`config.mk`:
```
export PLATFORM = sky130hd
export DESIGN_NAME = min_mem_arbiter_flat
export DESIGN_NICKNAME = d
export VERILOG_FILES = /design/src/rtl/min_mem_arbiter_if.sv /design/src/rtl/min_mem_arbiter.sv /design/src/flat_wrapper.sv
export SDC_FILE = /design/constraint.sdc
export NUM_CORES = 1
export LEC_CHECK = 0
export BUFFER_PORTS_ARGS = -buffer_cell sky130_fd_sc_hd__buf_2
export CAP_MARGIN = 20
export CORE_AREA = 10 10 86 88
export CTS_CLUSTER_DIAMETER = 40
export DETAILED_ROUTE_END_ITERATION = 10
export DIE_AREA = 0 0 96 98
export GPL_TIMING_DRIVEN = 0
export HOLD_SLACK_MARGIN = 0.03
export MAX_ROUTING_LAYER = met4
export PLACE_DENSITY = 0.87
export SLEW_MARGIN = 30
export SYNTH_ARGS = -nofsm -noshare
export SYNTH_HDL_FRONTEND = slang
export SYNTH_SLANG_ARGS = --single-unit
```
`constraint.sdc`:
```
create_clock -name clk -period 3.4 [get_ports clk]
set_input_delay 0.68 -clock clk [delete_from_list [all_inputs] [get_ports clk]]
set_output_delay 0.68 -clock clk [all_outputs]
set_load 0.03 [all_outputs]
```
`src/rtl/min_mem_arbiter_if.sv`:
```
// Signal bundle for min_mem_arbiter: fetch and data requester handshakes,
// the shared memory port and the status outputs.
interface min_mem_arbiter_if #(
    parameter int ADDR_W = 5,
    parameter int DATA_W = 16
);
    logic              f_req;
    logic [ADDR_W-1:0] f_addr;
    logic              f_gnt;
    logic              f_done;
    logic [DATA_W-1:0] f_rdata;

    logic              d_req;
    logic              d_we;
    logic [ADDR_W-1:0] d_addr;
    logic [DATA_W-1:0] d_wdata;
    logic              d_gnt;
    logic              d_done;
    logic [DATA_W-1:0] d_rdata;

    logic              err;
    logic              mem_en;
    logic              mem_we;
    logic [ADDR_W-1:0] mem_addr;
    logic [DATA_W-1:0] mem_wdata;
    logic [DATA_W-1:0] mem_rdata;
    logic              mem_ack;
    logic              busy;
    logic              timeout_sticky;

    // Arbiter side.
    modport slave (
        input  f_req, f_addr, d_req, d_we, d_addr, d_wdata, mem_rdata, mem_ack,
        output f_gnt, f_done, f_rdata, d_gnt, d_done, d_rdata, err,
               mem_en, mem_we, mem_addr, mem_wdata, busy, timeout_sticky
    );

    // Requester / memory-array side.
    modport master (
        output f_req, f_addr, d_req, d_we, d_addr, d_wdata, mem_rdata, mem_ack,
        input  f_gnt, f_done, f_rdata, d_gnt, d_done, d_rdata, err,
               mem_en, mem_we, mem_addr, mem_wdata, busy, timeout_sticky
    );
endinterface

```
`src/rtl/min_mem_arbiter.sv`:
```
// Single-port memory arbiter between the MIN fetch and data paths; one access in flight.
// Define MIN_ARB_RR_EN for round-robin tie-breaking instead of data priority with starvation override.
module min_mem_arbiter #(
    parameter int ADDR_W      = 5,
    parameter int DATA_W      = 16,
    parameter int STARVE_MAX  = 4,
    parameter int TIMEOUT_CYC = 15
) (
    input  logic             clk,
    input  logic             reset,
    min_mem_arbiter_if.slave bus
);
    localparam logic [1:0] IDLE = 2'd0;
    localparam logic [1:0] BUSY = 2'd1;
    localparam logic [1:0] DONE = 2'd2;

    localparam int                TCNT_W    = $clog2(TIMEOUT_CYC + 1);
    localparam logic [TCNT_W-1:0] TCNT_LAST = TCNT_W'(TIMEOUT_CYC - 1);

    logic [1:0]        state;
    logic [TCNT_W-1:0] tcnt;
    logic              owner_f;   // 1: fetch owns the current/last access
    logic              f_wins;

`ifdef MIN_ARB_RR_EN
    // A tie goes to whoever did not own the previous access; owner_f resets to data.
    always_comb f_wins = bus.f_req && (!bus.d_req || !owner_f);
`else
    localparam int                SCNT_W   = $clog2(STARVE_MAX + 1);
    localparam logic [SCNT_W-1:0] SCNT_MAX = SCNT_W'(STARVE_MAX);

    logic [SCNT_W-1:0] starve_cnt;

    always_comb f_wins = bus.f_req && (!bus.d_req || starve_cnt >= SCNT_MAX);

    always_ff @(posedge clk or negedge reset) begin
        if (!reset) begin
            starve_cnt <= '0;
        end else if (state == IDLE && (bus.f_req || bus.d_req)) begin
            if (f_wins)
                starve_cnt <= '0;
            else if (bus.f_req && starve_cnt < SCNT_MAX)
                starve_cnt <= starve_cnt + SCNT_W'(1);
        end
    end
`endif

    // NOTE: sequential state uses non-blocking assignments so every register
    // samples pre-edge values regardless of statement order.
    always_ff @(posedge clk or negedge reset) begin
        if (!reset) begin
            state              <= IDLE;
            tcnt               <= '0;
            owner_f            <= 1'b0;
            bus.f_gnt          <= 1'b0;
            bus.f_done         <= 1'b0;
            bus.f_rdata        <= '0;
            bus.d_gnt          <= 1'b0;
            bus.d_done         <= 1'b0;
            bus.d_rdata        <= '0;
            bus.err            <= 1'b0;
            bus.mem_en         <= 1'b0;
            bus.mem_we         <= 1'b0;
            bus.mem_addr       <= '0;
            bus.mem_wdata      <= '0;
            bus.busy           <= 1'b0;
            bus.timeout_sticky <= 1'b0;
        end else begin
            bus.f_gnt  <= 1'b0;
            bus.d_gnt  <= 1'b0;
            bus.f_done <= 1'b0;
            bus.d_done <= 1'b0;
            bus.err    <= 1'b0;

            case (state)
                IDLE: begin
                    if (bus.f_req || bus.d_req) begin
                        state      <= BUSY;
                        bus.busy   <= 1'b1;
                        bus.mem_en <= 1'b1;
                        tcnt       <= '0;
                        owner_f    <= f_wins;
                        if (f_wins) begin
                            bus.f_gnt     <= 1'b1;
                            bus.mem_we    <= 1'b0;
                            bus.mem_addr  <= bus.f_addr;
                            bus.mem_wdata <= '0;
                        end else begin
                            bus.d_gnt     <= 1'b1;
                            bus.mem_we    <= bus.d_we;
                            bus.mem_addr  <= bus.d_addr;
                            bus.mem_wdata <= bus.d_wdata;
                        end
                    end
                end

                BUSY: begin
                    if (bus.mem_ack || tcnt == TCNT_LAST) begin
                        state      <= DONE;
                        bus.mem_en <= 1'b0;
                        bus.mem_we <= 1'b0;
                        bus.f_done <= owner_f;
                        bus.d_done <= !owner_f;
                        // An ack on the last allowed cycle still counts as a completion.
                        if (bus.mem_ack) begin
                            if (owner_f)
                                bus.f_rdata <= bus.mem_rdata;
                            else if (!bus.mem_we)
                                bus.d_rdata <= bus.mem_rdata;
                        end else begin
                            bus.err            <= 1'b1;
                            bus.timeout_sticky <= 1'b1;
                            if (owner_f)
                                bus.f_rdata <= '0;
                            else
                                bus.d_rdata <= '0;
                        end
                    end else begin
                        tcnt <= tcnt + TCNT_W'(1);
                    end
                end

                DONE: begin
                    state    <= IDLE;
                    bus.busy <= 1'b0;
                end

                default: begin
                    state      <= IDLE;
                    bus.busy   <= 1'b0;
                    bus.mem_en <= 1'b0;
                    bus.mem_we <= 1'b0;
                end
            endcase
        end
    end
endmodule

```
`src/flat_wrapper.sv`:
```
// flat-port wrapper written by rule: the top's interface ports become plain ports
module min_mem_arbiter_flat 
#(
    parameter int ADDR_W      = 5,
    parameter int DATA_W      = 16,
    parameter int STARVE_MAX  = 4,
    parameter int TIMEOUT_CYC = 15
)
  (clk, reset, bus_f_req, bus_f_addr, bus_d_req, bus_d_we, bus_d_addr, bus_d_wdata, bus_mem_rdata, bus_mem_ack, bus_f_gnt, bus_f_done, bus_f_rdata, bus_d_gnt, bus_d_done, bus_d_rdata, bus_err, bus_mem_en, bus_mem_we, bus_mem_addr, bus_mem_wdata, bus_busy, bus_timeout_sticky);
  min_mem_arbiter_if #(.ADDR_W(ADDR_W), .DATA_W(DATA_W)) bus_i ();
  input  logic clk;
  input  logic reset;
  input wire logic [$bits(bus_i.f_req)-1:0] bus_f_req;
  input wire logic [$bits(bus_i.f_addr)-1:0] bus_f_addr;
  input wire logic [$bits(bus_i.d_req)-1:0] bus_d_req;
  input wire logic [$bits(bus_i.d_we)-1:0] bus_d_we;
  input wire logic [$bits(bus_i.d_addr)-1:0] bus_d_addr;
  input wire logic [$bits(bus_i.d_wdata)-1:0] bus_d_wdata;
  input wire logic [$bits(bus_i.mem_rdata)-1:0] bus_mem_rdata;
  input wire logic [$bits(bus_i.mem_ack)-1:0] bus_mem_ack;
  output wire logic [$bits(bus_i.f_gnt)-1:0] bus_f_gnt;
  output wire logic [$bits(bus_i.f_done)-1:0] bus_f_done;
  output wire logic [$bits(bus_i.f_rdata)-1:0] bus_f_rdata;
  output wire logic [$bits(bus_i.d_gnt)-1:0] bus_d_gnt;
  output wire logic [$bits(bus_i.d_done)-1:0] bus_d_done;
  output wire logic [$bits(bus_i.d_rdata)-1:0] bus_d_rdata;
  output wire logic [$bits(bus_i.err)-1:0] bus_err;
  output wire logic [$bits(bus_i.mem_en)-1:0] bus_mem_en;
  output wire logic [$bits(bus_i.mem_we)-1:0] bus_mem_we;
  output wire logic [$bits(bus_i.mem_addr)-1:0] bus_mem_addr;
  output wire logic [$bits(bus_i.mem_wdata)-1:0] bus_mem_wdata;
  output wire logic [$bits(bus_i.busy)-1:0] bus_busy;
  output wire logic [$bits(bus_i.timeout_sticky)-1:0] bus_timeout_sticky;
  assign bus_i.f_req = bus_f_req;
  assign bus_i.f_addr = bus_f_addr;
  assign bus_i.d_req = bus_d_req;
  assign bus_i.d_we = bus_d_we;
  assign bus_i.d_addr = bus_d_addr;
  assign bus_i.d_wdata = bus_d_wdata;
  assign bus_i.mem_rdata = bus_mem_rdata;
  assign bus_i.mem_ack = bus_mem_ack;
  assign bus_f_gnt = bus_i.f_gnt;
  assign bus_f_done = bus_i.f_done;
  assign bus_f_rdata = bus_i.f_rdata;
  assign bus_d_gnt = bus_i.d_gnt;
  assign bus_d_done = bus_i.d_done;
  assign bus_d_rdata = bus_i.d_rdata;
  assign bus_err = bus_i.err;
  assign bus_mem_en = bus_i.mem_en;
  assign bus_mem_we = bus_i.mem_we;
  assign bus_mem_addr = bus_i.mem_addr;
  assign bus_mem_wdata = bus_i.mem_wdata;
  assign bus_busy = bus_i.busy;
  assign bus_timeout_sticky = bus_i.timeout_sticky;
  min_mem_arbiter #(.ADDR_W(ADDR_W), .DATA_W(DATA_W), .STARVE_MAX(STARVE_MAX), .TIMEOUT_CYC(TIMEOUT_CYC)) u_core (.clk(clk), .reset(reset), .bus(bus_i));
endmodule
```
==> out/summary.txt, run 1 <==
dpl hpwl = 5780 um
fin area = 3720 sq um
Die ar. = 9410 sq um
worst hold path class = in -> async
Fmax = 520 MHz
Yosys top cell area share = 62.9%
CTS tree = built
synth unique cells = 36
Final setup viols = 0
wire per inst = 17.6 um
max_cap viols = 0
Reg area = 1800 sq um
minimum clock period = 1920 ps
Slew @ Worst Pin = 501 ps
final number of hold-violating endpoints = 0
share of cells above drive strength 1 = 41.7%
Clock Pin Slew Worst Setup and Hold Paths = 80 ps
Crit. End Element = register
Slew HR = 66.4%
P_leak = 0.00191 uW
CP required = 3680 ps
post-route setup TNS = 0 ps
Port Buffers = 108
layout net count = 394
worst path bufs/invs = 3
post-DR vias/cell = 5.53
most common cell after layout, fill and taps aside = buf_2
CP Max Fanout = 10
1st-iter DRT viols = 85
placer's final routability congestion estimate = 0.819
RSZ-0062 raised after global routing = false
initial antenna violation count = 0
total CTS buffers = 9
Synth Area per Inst = 12.8 sq um
via count = 2,339
Num Clock Sinks = 72
synthesis-to-layout area growth = 29.9%
post-cts hold buffer count = 0
first drt pass iteration count = 4
post-route ant nets = 0
top cells by area, synth = dfrtp_1 (63%), a22o_1 (12%), a32o_1 (3.5%)
CP delay by family, top = compound AO/OA/AOI/OAI gates
Post-Place Worst Slack = 1350 ps
slowest stage cell on the critical path = dfrtp_1
post-CTS sizing = 0
Fin Clk Skew = 8.69 ps
Post-synth ARST share = 100%
synthesized area = 2860 sq um
Post-DP Area = 3520 sq um
Crit path arrival time = 2200 ps
R2R cell count = 7
crit-path max cell delay = 370 ps
overall routing resource usage = 17.0%
drt drc = 0
Die Y-Extent = 98 um
worst skew pair latency = 340 ps
area of the multi-input gates = 941 sq um
global route overflow = 0
top_reg_cell synth = dfrtp_1
Final Slew Violations = 0
area leader, netlist = dfrtp_1
htree depth = 3
final wirelength = 7450 um
Root Driver = clkbuf_8
clock buffer depth = 2
power per cell area = 1030 nW/um^2
worst vdd ir = 0.000525 V
status = finished clean
register area share after synthesis = 62.9%
Initial Util = 49.8%
core box area = 5750 sq um
CP cell instances = inv_1 > ha_1 > and3_1 > clkbuf_1 > o21ai_2 > buf_2 > a22o_1
num rows = 28
CP startpoint kind = register
Cells after Synth = 223
Mapped Nets = 274
setup ws final = 1480 ps
buffer count from post-CTS setup fixing = 0
Antenna Diode Count = 0
Die W = 96 um
synthesis-stage register bit count = 72
fill count = 485
Synth warnings = 0
CP Class = reg -> reg
period utilisation layout = 56.5%
Post-synth EDFFs = 0
first-pass GRT wire length = 12,300 um
largest net degree at the start of global routing = 40
most frequent cells in the layout = buf_2 (116), dfrtp_1 (72), a22o_1 (39), a32o_1 (10), o21ai_0 (10)
Critical Path Stages = 7
io pins = 110
vias in the first global route = 2,508
-- synth_stat cells, drive strengths merged (3+ instances only) --
cell / instances
nand3: 9
nor2: 8
o21ai: 13
a21oi: 8
dfrtp: 72
nand2: 6
inv: 5
ha: 3
a22o: 39
or2: 3
buf: 13
clkbuf: 4
a32o: 10
a31oi: 7
-- state kept, by name, summed over array words and instances (netlist names), 2 cells and up --
register	count
u_core.bus.mem_wdata	16
u_core.state	2
u_core.starve_cnt	3
u_core.bus.f_rdata	16
u_core.bus.mem_addr	5
u_core.bus.d_rdata	16
u_core.tcnt	4
-- worst paths after layout --
| check | start | slack (ps) | to |
|---|---|---|---|
| setup / recovery | u_core.tcnt[0] | 1480 | u_core.bus.f_rdata[10] |
| hold / removal | reset | 290 | u_core.bus.d_rdata[0] |
| setup reg to reg | u_core.tcnt[0] | 1480 | u_core.bus.f_rdata[10] |
| hold reg to reg | u_core.bus.timeout_sticky | 480 | u_core.bus.timeout_sticky |
| max in group asynchronous | reset | 2560 | u_core.bus.mem_wdata[0] |
| min in group clk | u_core.bus.timeout_sticky | 480 | u_core.bus.timeout_sticky |
-- power by group --
part	switching (uW)	leakage [uW]	internal, uW
registers	216	0.000912	1210
clock network	321	0.0000887	341
logic	1140	0.000911	613
-- worst register-to-register path: stages (launching register included) --
cell and delay (ps):
dfrtp_1 370, inv_1 80, ha_1 220, and3_1 180, clkbuf_1 160, o21ai_2 370, buf_2 310, a22o_1 180
-- layer usage --
layer | global-route usage, % | routed length (um)
met5 | - | 0
met4 | 6.47 | 71
met3 | 6.51 | 763
met2 | 24.2 | 3380
met1 | 21.1 | 3230
-- logic make-up (layout without fill, tap and decap cells) --
logic type	Yosys count	in the layout	synth area share [%]
AO/OA/AOI/OAI	83	83	22.5
flip-flops	72	72	62.9
AND/OR/NAND/NOR	43	43	9.09
buffers and inverters	22	147	4.20
adder cells (fa/ha/maj)	3	3	1.31
-- final cells by class --
type / count / area share [%]
multi-input cells: 129 / 25.3
well taps: 75 / 2.52
repair buffers: 109 / 15.1
flip-flops and latches: 72 / 48.5
clock buffers: 10 / 3.43
plain buffers: 17 / 2.73
clock inverters: 6 / 1.88
inverters: 5 / 0.505
-- through the flow --
step	util (%)	instances	power, uW	hold WS, ps
2_1_floorplan	-	223	2640	384
4_1_cts	64.7	423	3880	294
3_5_place_dp	61.3	407	3210	458
3_3_place_gp	60.9	406	3150	449
6_report	64.7	423	3840	294
5_1_grt	64.7	423	4090	310
Power figures use the tool's default switching activity.
==> run 2, diff against run 1 <==
CORE_AREA = 10 10 92 94   (was 10 10 86 88)
DIE_AREA = 0 0 102 104   (was 0 0 96 98)
PLACE_DENSITY = 0.8   (was 0.87)
clock period = 1.6 ns   (was 3.4 ns; I/O delays follow)
==> run 2 against run 1 <==
  * The flow now finishes with violations (setup timing)
  * Total power rose by 120%
  * Worst hold slack lost 94 ps
  * Global-route usage shrank 1.6 points
  * Clock-buffer cell count unchanged
  * Highest routed layer unchanged
==> out/summary.txt, run 2 (synthesis results as in run 1) <==
period utilisation layout = 104%
fin area = 3890 sq um
CP startpoint kind = register
power per cell area = 2130 nW/um^2
core box area = 6680 sq um
worst skew pair latency = 340 ps
placer's final routability congestion estimate = 0.749
synthesis-to-layout area growth = 35.9%
Crit. End Element = register
Slew HR = 68.3%
wire per inst = 17.5 um
final number of hold-violating endpoints = 0
total chip power = 8300 uW
initial antenna violation count = 0
Top Registers = u_core.bus.d_rdata: 16 flops, u_core.bus.f_rdata: 16 flops, u_core.bus.mem_wdata: 16 flops
most common cell after layout, fill and taps aside = buf_2
worst vdd ir = 0.00106 V
Final Slew Violations = 0
status = finished with violations
Die W = 102 um
Root Driver = clkbuf_8
final wirelength = 7760 um
RSZ-0062 raised after global routing = true
CP cell instances = buf_6 > nand2b_4 > a2111o_1 > buf_6 > a22o_1
fill count = 568
Die ar. = 10,600 sq um
setup ws final = -65.6 ps
total CTS buffers = 9
failing checks = setup timing
Initial Util = 42.8%
GRT Max-Usage Layer = met2
Reg area = 1800 sq um
CTS tree = built
global route overflow = 0
post-route ant nets = 0
Fmax = 600 MHz
Fin Clk Skew = 8.16 ps
area of the multi-input gates = 991 sq um
CP most frequent cell = buf_6
post-DR vias/cell = 5.35
1st-iter DRT viols = 95
met2 GRT Util = 23.3%
largest net degree at the start of global routing = 38
dpl hpwl = 5750 um
final core occ = 58.2%
htree depth = 3
M3 GR Usage = 4.45%
Num Clock Sinks = 72
num rows = 30
layout net count = 409
vias in the first global route = 2,579
overall routing resource usage = 15.4%
hold_ws = 200 ps
first drt pass iteration count = 4
reg2reg start = u_core.state[1]
CP required = 1820 ps
hold_sp = bus_d_wdata[5]
clock buffer depth = 2
max_cap viols = 0
worst path bufs/invs = 2
P_leak = 0.00200 uW
Die Y-Extent = 104 um
met1 usage in global routing = 18.9%
post-route setup TNS = -645 ps
Crit path arrival time = 1890 ps
share of cells above drive strength 1 = 46.0%
via count = 2,368
Slew @ Worst Pin = 475 ps
Critical Path Start = u_core.state[1]
Post-DP Area = 3540 sq um
CP delay by family, top = compound AO/OA/AOI/OAI gates
CP Max Fanout = 8
Port Buffers = 108
io pins = 110
slowest stage cell on the critical path = a2111o_1
crit-path max cell delay = 450 ps
worst hold path class = in -> reg
first-pass GRT wire length = 12,900 um
minimum clock period = 1670 ps
CP Class = reg -> reg
Antenna Diode Count = 0
drt drc = 0
most frequent cells in the layout = buf_2 (111), dfrtp_1 (72), a22o_1 (39), buf_4 (16)
Final setup viols = 15
Clock Pin Slew Worst Setup and Hold Paths = 80 ps
-- run 2: final cells by class --
class | instances | share of cell area, %
Sequential cell | 72 | 46.3
Clock inverter | 6 | 0.932
Multi-Input combinational cell | 129 | 25.5
Tap cell | 80 | 2.57
Buffer | 16 | 3.05
Timing Repair Buffer | 125 | 17.9
Clock buffer | 10 | 3.28
Inverter | 5 | 0.482
-- run 2: path summary, 6_finish.rpt --
kind,to,slack [ps],cells after the start
worst min register to register,u_core.bus.timeout_sticky,470,1
min in group asynchronous,u_core.bus.mem_addr[3],470,2
worst max-delay path,u_core.bus.d_rdata[10],-70,5
worst min-delay path,u_core.bus.mem_wdata[5],200,2
worst max register to register,u_core.bus.d_rdata[10],-70,5
max in group asynchronous,u_core.bus.d_rdata[1],570,3
-- run 2: through the flow --
step           instances  worst slack (ps)
6_report             443             -65.6
5_1_grt              443              -100
4_1_cts              435             -81.0
3_5_place_dp         412              -274
3_3_place_gp         411              -255
2_1_floorplan        223              23.5
-- run 2: routing by layer --
layer  up-vias  wire length, um  share of wire (%)
met2        97             3640                 47
met4         0              112                1.4
met5         -                0                  0
met1      1150             3360                 43
li1       1112                -                  -
met3         9              647                8.3
-- run 2: what timing repair did --
item | in CTS | in global routing
setup endpoints to repair | 42 | 48
pin swaps | 14 | 7
hold buffers | 1 | 0
resized for setup | 10 | 11
buffers inserted | 6 | 8
gates cloned | 1 | 0
hold endpoints to repair | 35 | 0
-- run 2: where the power goes --
group / switching (uW) / internal (uW)
Sequential: 460 / 2560
Combinational: 2520 / 1550
Clock: 654 / 554
-- run 2: worst register-to-register path, cell delays in order, from the launching register on --
cell	delay [ps]
dfrtp_1	410
buf_6	150
nand2b_4	140
a2111o_1	450
buf_6	180
a22o_1	230
==> run 3, diff against run 2 <==
ABC_AREA = 1   (was unset)
CORE_AREA = 10 10 93 95   (was 10 10 92 94)
DIE_AREA = 0 0 103 105   (was 0 0 102 104)
==> run 3 against run 2 <==
  * The run now ends clean
  * Final cell count rose by 19%
  * Worst hold slack got worse by 46 ps
  * Via count up 5.5%
  * Critical path depth is 3 higher
  * Flip-flop and latch count unchanged
  * Largest power group unchanged
  * Core utilization down 1.4 points
  * Highest routed layer unchanged
  * Sequential share of layout area up 0.65 points
  * Global-route usage is 1.1 points lower
  * Synthesized area grew 3.1%
  * Critical endpoint is now u_core.bus.f_rdata[13]
  * Fmax up 12%
  * Critical path type unchanged
==> out/summary.txt, run 3 <==
status = finished clean
worst hold path class = in -> reg
io pins = 110
core box area = 6760 sq um
share of cells above drive strength 1 = 35.0%
Final Slew Violations = 0
Min-Delay Path Depth = 3
placer's final routability congestion estimate = 0.793
drt drc = 0
wire per inst = 14.3 um
Mapped Nets = 371
worst vdd ir = 0.000934 V
Synth warnings = 0
Root Driver = clkbuf_8
Die W = 103 um
Fmax = 675 MHz
power per cell area = 2110 nW/um^2
CP required = 1840 ps
Yosys top cell area share = 61.0%
hold_sp = bus_d_wdata[12]
Initial Util = 43.7%
Slew @ Worst Pin = 459 ps
reg2reg start = u_core.tcnt[0]
fin area = 3840 sq um
synthesis-to-layout area growth = 30.1%
Clock Pin Slew Worst Setup and Hold Paths = 90 ps
CP Max Fanout = 10
via count = 2,499
Final setup viols = 0
fill count = 624
R2R cell count = 8
Hold Crit Endpoint = u_core.bus.mem_wdata[12]
Die Y-Extent = 105 um
Die ar. = 10,800 sq um
overall routing resource usage = 14.3%
CTS tree = built
hold_ws = 153 ps
final number of hold-violating endpoints = 0
Slew HR = 69.4%
synthesized area = 2950 sq um
Fin Clk Skew = 9.39 ps
vias in the first global route = 2,552
Crit Reg-Reg Endpoint = u_core.bus.f_rdata[13]
most frequent cell after synthesis = nand2_1
RSZ-0062 raised after global routing = true
most frequent cells in the layout = nand2_1 (140), buf_2 (111), dfrtp_1 (71), o21ai_1 (23), inv_1 (19)
largest net degree at the start of global routing = 50
dpl hpwl = 5800 um
first-pass GRT wire length = 12,000 um
most common cell after layout, fill and taps aside = nand2_1
final wirelength = 7530 um
area leader, netlist = dfrtp_1
Synth top cells by count = nand2_1 (140), dfrtp_1 (72), o21ai_1 (23), inv_1 (19)
1st-iter DRT viols = 107
Port Buffers = 108
Num Clock Sinks = 72
Antenna Diode Count = 0
max_cap viols = 0
total CTS buffers = 9
Cells after Synth = 320
global route overflow = 0
CP startpoint kind = register
Synth Area per Inst = 9.22 sq um
htree depth = 3
register area share after synthesis = 61.0%
synth unique cells = 23
Crit path arrival time = 1720 ps
Post-DP Area = 3620 sq um
minimum clock period = 1480 ps
initial antenna violation count = 0
layout net count = 492
post-route ant nets = 0
Crit. End Element = register
clock buffer depth = 2
R2R Setup Slk = 120 ps
post-DR vias/cell = 4.75
P_leak = 0.00220 uW
buffer count from post-CTS setup fixing = 0
synthesis-stage register bit count = 72
top_reg_cell synth = dfrtp_1
first drt pass iteration count = 4
num rows = 30
top cells by area, synth = dfrtp_1 (61%), nand2_1 (18%), o21ai_1 (3.9%)
period utilisation layout = 92.6%
Post-synth EDFFs = 0
Top Registers = u_core.bus.d_rdata: 16 flops, u_core.bus.f_rdata: 16 flops, u_core.bus.mem_wdata: 16 flops
worst skew pair latency = 350 ps
Post-synth ARST share = 100%
CP Class = reg -> reg
-- run 3: cell count changes after synthesis, moves of 3 or more --
cell      before  now
a21oi_1        8    1
or2_2          3    0
nand2_1        6  140
a32o_1        10    0
a31oi_1        7    0
buf_2          9    6
inv_1          5   19
o21ai_1        2   23
clkbuf_1       4    1
a22o_1        39    0
nor2_1         7   10
o21ai_2        1   10
-- run 3: cell families (layout without fill, tap and decap cells) --
group,count (synthesis),after routing,share of synthesized area (%)
XOR/XNOR,1,1,0.297
buffers and inverters,34,160,5.89
AND/OR/NAND/NOR,166,166,22.7
flip-flops,72,72,61.0
AO/OA/AOI/OAI,44,44,8.82
adder cells (fa/ha/maj),3,3,1.27
-- run 3: routing by layer --
| metal | GRT usage, % | share of wire (%) | up-vias |
|---|---|---|---|
| met2 | 21.5 | 46 | 102 |
| met5 | - | 0 | - |
| met3 | 4.28 | 8.9 | 7 |
| met1 | 17.4 | 44 | 1146 |
| met4 | 5.96 | 1.2 | 0 |
| li1 | - | - | 1244 |
-- run 3: area by class of cell --
class / instances / area [sq um] / area share, %
sequential: 72 / 1800 / 47.0
multi-input combinational: 214 / 976 / 25.4
timing repair buffer: 110 / 581 / 15.1
clock buffer: 9 / 124 / 3.23
tap: 80 / 100 / 2.61
buffer: 13 / 98.8 / 2.57
inverter: 21 / 80.1 / 2.09
clock inverter: 7 / 77.6 / 2.02
-- run 3: worst max path at each step --
stage                                   end  cells past startpoint  slack, ps           start
floorplan            u_core.bus.f_rdata[12]                      8        260  u_core.tcnt[0]
global placement    u_core.bus.mem_wdata[4]                      1       -170           reset
detailed placement   u_core.bus.f_rdata[13]                      8        100  u_core.tcnt[0]
CTS                  u_core.bus.f_rdata[14]                      8         90  u_core.tcnt[0]
global route         u_core.bus.f_rdata[13]                      8        -20  u_core.tcnt[0]
finish               u_core.bus.f_rdata[13]                      8        120  u_core.tcnt[0]
-- run 3: critical path, cell delays in order, from the launching register on --
cell	delay, ps
dfrtp_2	450
inv_1	70
ha_1	130
nand3_1	110
nand2_2	120
nand3_2	170
buf_6	210
nand2_1	70
o21ai_2	50
-- run 3: what timing repair did --
item / 4_1_cts / 5_1_grt
hold buffers: 1 / 0
resized for setup: 0 / 4
endpoints found under the hold margin: 23 / 0
setup endpoints to repair: 0 / 26
-- run 3: per-stage QoR --
stage / power, uW / util [%] / setup TNS, ps / cells / setup slack (ps)
after floorplan: 5500 / - / 0 / 320 / 262
after global placement: 6580 / 53.2 / -12010 / 508 / -171
after detailed placement: 6700 / 53.6 / 0 / 509 / 101
after CTS: 8190 / 56.7 / 0 / 526 / 91.6
after global routing: 8660 / 56.8 / -56.8 / 526 / -17.6
final: 8110 / 56.8 / 0 / 526 / 119
-- run 3: where the power goes --
| part | internal, uW | total [uW] | switching, uW |
|---|---|---|---|
| combinational | 1080 | 3650 | 2580 |
| sequential | 2550 | 2970 | 420 |
| clock | 739 | 1480 | 745 |
| total | 4370 | 8110 | 3740 |
